==> config.mk <==
export PLATFORM = sky130hd
export DESIGN_NAME = mdr
export DESIGN_NICKNAME = d
export VERILOG_FILES = /design/src/rtl/mdr_pkg.sv /design/src/rtl/mdr_edge_detect.sv /design/src/rtl/mdr.sv
export SDC_FILE = /design/constraint.sdc
export NUM_CORES = 1
export LEC_CHECK = 0
export CAP_MARGIN = 20
export CORE_MARGIN = 4
export CORE_UTILIZATION = 40
export DETAILED_ROUTE_END_ITERATION = 12
export PLACE_DENSITY = 0.57
export SLEW_MARGIN = 30
export SYNTH_ARGS = -nofsm -noshare
export SYNTH_HDL_FRONTEND = slang
export SYNTH_HIERARCHICAL = 1
export SYNTH_SLANG_ARGS = --single-unit
==> constraint.sdc <==
create_clock -name clk -period 9.9 [get_ports clk]
set_clock_uncertainty 0.2 [all_clocks]
set_input_delay 0.99 -clock clk [delete_from_list [all_inputs] [get_ports clk]]
set_output_delay 0.99 -clock clk [all_outputs]
set_load 0.02 [all_outputs]
==> src/rtl/mdr_pkg.sv <==
// Shared types, widths and helpers for the multiply / divide / square-root unit.
package pkg_system_mdr;

  localparam int DW = 16;
  // Internal accumulator width: one guard bit for Booth on -2^15, one for the trial-subtract sign.
  localparam int AW = DW + 2;

  localparam int MULDIV_ITERS = DW;
  localparam int ROOT_ITERS   = DW / 2;

  typedef logic signed [DW-1:0]   data_in_t;
  typedef logic signed [2*DW-1:0] data_t;
  typedef logic signed [DW-1:0]   reminder_t;
  typedef logic signed [AW-1:0]   acc_t;

  typedef enum logic [1:0] {
    MULT = 2'd0,
    DIV  = 2'd1,
    ROOT = 2'd2
  } op_select_t;

  typedef enum logic [2:0] {
    ST_IDLE   = 3'd0,
    ST_LOAD_X = 3'd1,
    ST_LOAD_Y = 3'd2,
    ST_CALC   = 3'd3,
    ST_DONE   = 3'd4,
    ST_ERR    = 3'd5
  } state_t;

  function automatic logic [DW-1:0] magnitude(input data_in_t v);
    return v[DW-1] ? DW'(-v) : DW'(v);
  endfunction

  function automatic logic [3:0] last_iteration(input logic [1:0] op);
    return (op == ROOT) ? 4'(ROOT_ITERS - 1) : 4'(MULDIV_ITERS - 1);
  endfunction

endpackage

==> src/rtl/mdr_edge_detect.sv <==
// Registers an active-low strobe and emits a one-clock pulse on its falling edge.
module mdr_edge_detect (
  input  logic clk,
  input  logic rst,
  input  logic i_strobe_n,
  output logic o_pulse
);

  logic r_cap;
  logic r_prev;
  logic r_arm;

  // r_arm stays low until the strobe is seen high, so a button held through reset is ignored.
  always_ff @(posedge clk) begin
    if (rst) begin
      r_cap  <= 1'b1;
      r_prev <= 1'b1;
      r_arm  <= 1'b0;
    end else begin
      // NOTE: non-blocking so r_prev takes the value r_cap held before this edge.
      r_cap  <= i_strobe_n;
      r_prev <= r_cap;
      r_arm  <= r_arm | i_strobe_n;
    end
  end

  assign o_pulse = r_arm & r_prev & ~r_cap;

endmodule

==> src/rtl/mdr.sv <==
// Sequential signed multiply / divide / square-root unit with a two-operand load handshake.
module mdr
  import pkg_system_mdr::*;
(
  input  logic       clk,
  input  logic       rst,
  input  logic       i_start,
  input  logic       i_load,
  input  data_in_t   i_data,
  input  op_select_t i_op,
  output data_t      o_result,
  output reminder_t  o_reminder,
  output logic       o_load_x,
  output logic       o_load_y,
  output logic       o_error
);

  logic          w_start_pulse;
  logic          w_load_pulse;

  state_t        r_state;
  state_t        w_state_next;
  logic [1:0]    r_op;

  data_in_t      r_x;
  logic          r_y_neg;
  acc_t          r_acc;
  acc_t          r_m;
  logic [DW-1:0] r_q;
  logic          r_q1;
  logic [7:0]    r_root;
  logic [3:0]    r_cnt;

  data_t         r_result;
  reminder_t     r_reminder;
  logic          r_error;
  logic          r_load_x;
  logic          r_load_y;

  acc_t          w_add_a;
  acc_t          w_add_b;
  acc_t          w_sum;
  logic          w_add_sub;
  acc_t          w_booth;
  acc_t          w_acc_next;
  logic [DW-1:0] w_q_next;
  logic          w_q1_next;
  logic [7:0]    w_root_next;
  data_t         w_div_q;
  data_t         w_calc_result;
  reminder_t     w_calc_rem;

  logic          w_last;
  logic          w_err_cond;
  logic          w_calc_done;
  logic          w_err_entry;
  logic          w_calc_start;
  logic          w_capture_x;

  mdr_edge_detect u_start_edge (
    .clk        (clk),
    .rst        (rst),
    .i_strobe_n (i_start),
    .o_pulse    (w_start_pulse)
  );

  mdr_edge_detect u_load_edge (
    .clk        (clk),
    .rst        (rst),
    .i_strobe_n (i_load),
    .o_pulse    (w_load_pulse)
  );

  assign w_last     = (r_cnt == last_iteration(r_op));
  assign w_err_cond = (r_op == 2'd3)
                   || ((r_op == DIV) && (i_data == '0))
                   || ((r_op == ROOT) && r_x[DW-1]);

  always_comb begin
    // NOTE: default first so no path through this block leaves the next state unassigned.
    w_state_next = r_state;
    if (w_start_pulse) begin
      w_state_next = ST_LOAD_X;
    end else begin
      case (r_state)
        ST_LOAD_X: if (w_load_pulse) w_state_next = ST_LOAD_Y;
        ST_LOAD_Y: if (w_load_pulse) w_state_next = w_err_cond ? ST_ERR : ST_CALC;
        ST_CALC:   if (w_last)       w_state_next = ST_DONE;
        ST_IDLE, ST_DONE, ST_ERR: ;
        default:   w_state_next = ST_IDLE;
      endcase
    end
  end

  assign w_capture_x  = (r_state == ST_LOAD_X) && (w_state_next == ST_LOAD_Y);
  assign w_calc_start = (r_state == ST_LOAD_Y) && (w_state_next == ST_CALC);
  assign w_err_entry  = (r_state == ST_LOAD_Y) && (w_state_next == ST_ERR);
  assign w_calc_done  = (r_state == ST_CALC)   && (w_state_next == ST_DONE);

  // One adder serves all three algorithms; the op selects its operands and direction.
  always_comb begin
    w_add_a   = r_acc;
    w_add_b   = r_m;
    w_add_sub = 1'b1;
    case (r_op)
      MULT: w_add_sub = r_q[0];
      DIV:  w_add_a   = {1'b0, r_acc[DW-1:0], r_q[DW-1]};
      ROOT: begin
        w_add_a = {r_acc[DW-1:0], r_q[DW-1 -: 2]};
        w_add_b = {{(AW-10){1'b0}}, r_root, 2'b01};
      end
      default: ;
    endcase
  end

  assign w_sum = w_add_sub ? (w_add_a - w_add_b) : (w_add_a + w_add_b);

  always_comb begin
    w_booth     = r_acc;
    w_acc_next  = r_acc;
    w_q_next    = r_q;
    w_q1_next   = r_q1;
    w_root_next = r_root;
    case (r_op)
      MULT: begin
        w_booth    = (r_q[0] ^ r_q1) ? w_sum : r_acc;
        w_acc_next = {w_booth[AW-1], w_booth[AW-1:1]};
        w_q_next   = {w_booth[0], r_q[DW-1:1]};
        w_q1_next  = r_q[0];
      end
      DIV: begin
        w_acc_next = w_sum[AW-1] ? w_add_a : w_sum;
        w_q_next   = {r_q[DW-2:0], ~w_sum[AW-1]};
      end
      ROOT: begin
        w_acc_next  = w_sum[AW-1] ? w_add_a : w_sum;
        w_q_next    = {r_q[DW-3:0], 2'b00};
        w_root_next = {r_root[6:0], ~w_sum[AW-1]};
      end
      default: ;
    endcase
  end

  assign w_div_q = {{DW{1'b0}}, w_q_next};

  // Final iteration's values are used directly so results land on the last CALC edge.
  always_comb begin
    w_calc_result = '0;
    w_calc_rem    = '0;
    case (r_op)
      MULT: w_calc_result = {w_acc_next[DW-1:0], w_q_next};
      DIV: begin
        w_calc_result = (r_x[DW-1] ^ r_y_neg) ? -w_div_q : w_div_q;
        w_calc_rem    = r_x[DW-1] ? -w_acc_next[DW-1:0] : w_acc_next[DW-1:0];
      end
      ROOT: begin
        w_calc_result = {{(2*DW-8){1'b0}}, w_root_next};
        w_calc_rem    = w_acc_next[DW-1:0];
      end
      default: ;
    endcase
  end

  always_ff @(posedge clk) begin
    if (rst) begin
      r_state    <= ST_IDLE;
      r_op       <= '0;
      r_load_x   <= 1'b0;
      r_load_y   <= 1'b0;
      r_result   <= '0;
      r_reminder <= '0;
      r_error    <= 1'b0;
    end else begin
      r_state  <= w_state_next;
      r_load_x <= (w_state_next == ST_LOAD_X);
      r_load_y <= (w_state_next == ST_LOAD_Y);
      if (w_start_pulse) begin
        r_op       <= i_op;
        r_result   <= '0;
        r_reminder <= '0;
        r_error    <= 1'b0;
      end else if (w_calc_done) begin
        r_result   <= w_calc_result;
        r_reminder <= w_calc_rem;
      end else if (w_err_entry) begin
        r_result   <= '0;
        r_reminder <= '0;
        r_error    <= 1'b1;
      end
    end
  end

  always_ff @(posedge clk) begin
    if (rst) begin
      r_x     <= '0;
      r_y_neg <= 1'b0;
      r_acc   <= '0;
      r_m     <= '0;
      r_q     <= '0;
      r_q1    <= 1'b0;
      r_root  <= '0;
      r_cnt   <= '0;
    end else begin
      if (w_capture_x) begin
        r_x <= i_data;
      end
      if (w_calc_start) begin
        r_y_neg <= i_data[DW-1];
        r_acc   <= '0;
        r_q1    <= 1'b0;
        r_root  <= '0;
        r_cnt   <= '0;
        case (r_op)
          MULT: begin
            r_m <= {{(AW-DW){r_x[DW-1]}}, r_x};
            r_q <= i_data;
          end
          DIV: begin
            r_m <= {{(AW-DW){1'b0}}, magnitude(i_data)};
            r_q <= magnitude(r_x);
          end
          default: begin
            r_m <= '0;
            r_q <= r_x;
          end
        endcase
      end else if (r_state == ST_CALC) begin
        r_acc  <= w_acc_next;
        r_q    <= w_q_next;
        r_q1   <= w_q1_next;
        r_root <= w_root_next;
        r_cnt  <= r_cnt + 4'd1;
      end
    end
  end

  assign o_result   = r_result;
  assign o_reminder = r_reminder;
  assign o_error    = r_error;
  assign o_load_x   = r_load_x;
  assign o_load_y   = r_load_y;

endmodule

# Word level (Yosys, flattened, before mapping)
# Cells that the tools add are included.
classes:
  n_addsub: 7
  eq_ne: 14
  n_mux: 30
  bitwise_logic: 12
  reduce_logical: 21
op_table:
  columns: ["cell", "n"]
  rows:
  - ["$mux W16", 7]
  - ["$pmux W18 S2", 3]
  - ["$mux W32", 3]
  - ["$pmux W32 S3", 1]
  - ["$mux W18", 4]
  - ["$pmux W16 S2", 2]
  - ["$neg A16 Y16", 3]
  - ["$pmux W16 S3", 1]
  - ["$neg A16 Y32", 1]
  - ["$add A18 B18 Y18", 1]
  - ["$sub A18 B18 Y18", 1]
  - ["$logic_not A16 Y1", 1]
  - ["$mux W3", 5]
  - ["$eq A3 B2 Y1 const B", 4]
  - ["$eq A3 B3 Y1 const B", 4]
  - ["$pmux W3 S4", 1]
  - ["$mux W8", 1]
  - ["$eq A3 B1 Y1 const B", 2]
  - ["$logic_and A1 B1 Y1", 6]
  - ["$reduce_and A2 Y1", 3]
  - ["$reduce_bool A2 Y1", 3]
  - ["$reduce_or A2 Y1", 3]
  - ["$add A4 B1 Y4 const B", 1]
  - ["$and A1 B1 Y1", 4]
  - ["12 further kinds", 19]
word_totals:
  ff_bits: 144
  in_bits: 22

# Logic depth before layout (Yosys ltp)
logic_depth:
  depth_word: 12
  ltp_mapped: 37
  depth_no_buf: 30

# Modules after synthesis
# The synthesis kept the hierarchy.
modules_own_cells:
  columns: ["mod", "instances", "cells_each", "area_each_um2", "seq_area_each_um2"]
  rows:
  - ["mdr", 1, 1316, 9750.6, 2742.6]
  - ["mdr_edge_detect", 2, 7, 91.3, 60.1]

# Worst setup path after synthesis
# Ideal clock, no wire load.
synth_path:
  kind: "flip-flop to flip-flop"
  from: "register r_op[0]"
  to: "register r_reminder[15] (netlist: o_reminder[15])"
  setup_time_ps: 123
  arrival_time_ps: 7405
  t_required_ps: 9577
  path_slack_ps: 2173
  path_stages_with_launch: 33
  path_buffers: 7
  path_cell_list: "dfxtp_1 > inv_1 > ha_1 > clkbuf_1 > clkbuf_1 > clkbuf_1 > buf_1 > clkbuf_1 > buf_1 > or2_2 > inv_1 > ha_1 > o21ai_0 > or2_2 > nand2b_1 > o21bai_1 > o21ai_0 > o31ai_1 > a32oi_1 > ha_1 > a21o_1 > o21bai_1 > a211o_1 > or3b_4 > xnor2_4 > mux2_4 > a221o_1 > or3b_1 > or4b_1 > buf_4 > o41ai_4 > xor2_1 > o21ai_1"
synth_between:
  elab_chain_cells: 11
  elab_cells_between_ends: 34
  classes_between: "add/sub: 3; eq/ne: 6; mux: 16; reduce/logical: 9"
synth_rtl:
  columns: ["item", "line_no", "source"]
  rows:
  - ["start, declared", "mdr.sv:23", "logic [1:0] r_op;"]
  - ["start signal, assigned", "mdr.sv:178", "r_op <= i_op;"]
  - ["branches (longest 11 deep; another with $add A18 B18 Y18)", null, null]
  - ["end signal, assigned", "mdr.sv:184", "r_reminder <= w_calc_rem;"]
  - ["end, declared", "mdr.sv:35", "reminder_t r_reminder;"]
# Parallel ways; which one is timed is not known.
# A chain may end at the register's enable or synchronous reset.

# Final worst setup path
# Same ends and word-level chain as after synthesis.

==> flow_summary.ini <==
[synth]
postSynthAreaPerCell_sq_um = 7.47
ys_warn_count = 6
synth-xor-area-share = 0.0573
synth.distinct_cells = 79
syn_inst = 1330
synth_top_area_frac = 0.288
yosys.area_share.simple = 0.222
syn-num-nets = 1380
ys_seq_area_frac = 0.288
synth_compound_area_frac = 0.292
synth-main-ff-cell = dfxtp_1
synthAdderAreaFrac = 0.0360
muxShareOfSynthArea = 0.0584
synth_edf_count = 0
ys_ff_latch = 143
ys_async_sr_fraction = 0
ys_top_cells_by_area = dfxtp_1 29%, nor2_1 7.5%, a21oi_1 6.6%, nand2_1 5.0%, mux2i_1 4.3%
synth_top_family_by_area = compound AO/OA/AOI/OAI gates
syn_area_sq_um = 9930
yosysTopAreaCell = dfxtp_1

[setup_path]
worstPathArrival_ns = 8.22
setup.worst_path.class = flip-flop to flip-flop
crit_chain = inv_1 -> ha_2 -> inv_1 -> nand2_1 -> ha_1 -> o21ai_0 -> or2_2 -> nand2b_1 -> o21bai_1 -> o31ai_1 -> a32oi_1 -> ha_1 -> a21o_1 -> o21bai_1 -> a211o_1 -> or3b_4 -> xnor2_4 -> mux2_4 -> a221o_1 -> or3b_1 -> or4b_1 -> o41ai_4 -> xor2_1 -> o21ai_1
r2r_cells = 24
reg2reg_slack_ns = 1.81
start_kind = flip-flop
slowest_delay_ns = 0.71
critPathCaptureType = flip-flop
cp_max_fo = 40
required_ns = 10.03
worstReg2RegStart = r_op[0]
reg2reg_to = o_reminder[15]
cp_slowest_cell = ha_2

[sta]
setup_viol = 0
timing.slew.headroom = 0.371
fin_tns_setup_ns = 0
max_freq_ghz = 0.124
tightest_slew_ns = 0.935
layout_setup_ws_ns = 1.81
whs_ns = 0.231
finalCritPeriodShare = 0.817
rsz0062_at_grt = no
final-hold-violation-count = 0
min_period_ns = 8.09
drv_slew = 0

[worst_hold_path]
hold_end = u_start_edge/r_prev
min_path_type = flip-flop to flip-flop
hold_depth = 1
hp-start = u_start_edge/r_cap

[clocking]
path_clk_slew_ns = 0.07
htreeDepth = 4
cts.sinks = 143
cts_inserted_buffers = 17
cts_hold_buf = 0
insertion_delay_ns = 0.44
cts_tree = built
cts-resized-gates = 0
cts.path.max_buffers = 2
post_cts_buffers = 0
cts_root_buf = clkbuf_16

[die]
core.rowCount = 57
dieArea_sq_um = 27400
start_util = 0.407
die_w_um = 166
pin_count = 73
core_sq_um = 24400
die_h_um = 166

[routing]
drc_errors = 0
detail-route-antenna-nets = 0
wl_um = 32900
viasPerCell = 5.98
wl_per_cell_um = 19.5
vias = 10100
dr.pass1.iters = 6
first_iter_violations = 1077

[status]
status = completed

[cells_and_area]
final_common_cell = nor2_1
n_antenna_cell = 0
final_cell_mix = 196 x nor2_1, 143 x dfxtp_1, 133 x nand2_1
drive_above_1_share = 0.0667
area_delta_synth_final_pct = 15.9
fin_nets = 1402

[global_routing]
grt_pass1_wl_um = 52000
grt_pass1_vias = 9418
gr-total-overflow = 0
grt_max_degree = 64
grt_usage = 0.240
antenna_found_initial = 0

[place]
place_ws_ns = 1.87
io_buffers = 72
gp_congestion = 0.872
post-dp-hpwl_um = 23300

[power_and_ir_drop]
p_leak_nw = 4.18
cellPowerDensity_nw_per_um2 = 137
irDropWorstVdd_mv = 0.0996

[flow_run]
drv_cap = 0
[stage by stage]
| step | std cells | power [mW] | util | cell area [sq um] |
|---|---|---|---|---|
| final | 1689 | 1.58 | 0.472 | 11500 |
| after global routing | 1689 | 1.65 | 0.472 | 11500 |
| after CTS | 1689 | 1.59 | 0.472 | 11500 |
| after detailed placement | 1657 | 0.921 | 0.447 | 10900 |
| after global placement | 1657 | 0.918 | 0.447 | 10900 |
| after floorplan | 1330 | 0.837 | - | 9930 |
[critical path, delay by kind of cell, from the launching register on]
| kind | cells | cell delay (ns) |
|---|---|---|
| buffers and inverters | 2 | 0.52 |
| adders and majority gates | 3 | 1.28 |
| and+or+nand+nor | 6 | 2.17 |
| xor gates and xnor gates | 2 | 0.75 |
| muxes | 1 | 0.36 |
| AOI/OAI and AO/OA | 10 | 2.32 |
| DFF | 1 | 0.34 |
[sequential cells by signal, summed over array words and instances (netlist names), 2 cells and up]
| name | count |
|---|---|
| r_op | 2 |
| r_acc | 18 |
| o_result | 32 |
| r_q | 16 |
| r_state | 3 |
| o_reminder | 16 |
| r_root | 8 |
| r_cnt | 4 |
| r_m | 17 |
| r_x | 16 |
[Yosys cell counts (27+ instances only)]
library cell	number
nand2_1	133
ha_1	27
a21oi_1	131
inv_1	27
xnor2_1	42
dfxtp_1	143
nor3_1	49
a22oi_1	30
a221oi_1	34
clkbuf_1	74
mux2i_1	43
nor2_1	198
o21ai_0	55
[cell families (layout without fill, tap and decap cells)]
logic type / Yosys count / after routing
fa+ha+maj: 28 / 28
compound gates: 433 / 433
buf+inv: 119 / 154
flops: 143 / 143
xor+xnor: 62 / 62
mux: 56 / 56
simple gates: 489 / 489
[how the worst max path moves through the flow]
| stage | depth (start not counted) | to | startpoint |
|---|---|---|---|
| floorplan | 32 | o_reminder[15] | r_op[0] |
| global placement | 25 | o_reminder[15] | r_op[0] |
| detailed placement | 25 | o_reminder[15] | r_op[0] |
| CTS | 25 | o_reminder[14] | r_op[0] |
| global route | 25 | o_reminder[14] | r_op[0] |
| finish | 24 | o_reminder[15] | r_op[0] |
[routing by layer]
| layer | wire [um] | vias up | track usage |
|---|---|---|---|
| met5 | 0 | - | 0 |
| met4 | 978 | 0 | 0.0806 |
| met3 | 1690 | 52 | 0.0397 |
| met2 | 15100 | 327 | 0.388 |
| met1 | 15100 | 4795 | 0.324 |
| li1 | - | 4932 | - |
[area by class of cell]
| type | count | area, sq um |
|---|---|---|
| fill | 2513 | 12900 |
| multi-input combinational | 1068 | 6670 |
| sequential | 143 | 2860 |
| timing repair buffer | 93 | 873 |
| clock buffer | 17 | 425 |
| tap | 324 | 405 |
| clock inverter | 15 | 168 |
| inverter | 29 | 109 |
[power breakdown]
group | total, mW | switching [mW] | internal [mW]
Clock | 0.670 | 0.310 | 0.360
Sequential | 0.583 | 0.00422 | 0.579
Combinational | 0.329 | 0.205 | 0.124
Total | 1.58 | 0.519 | 1.06
(Power assumes the default switching activity.)
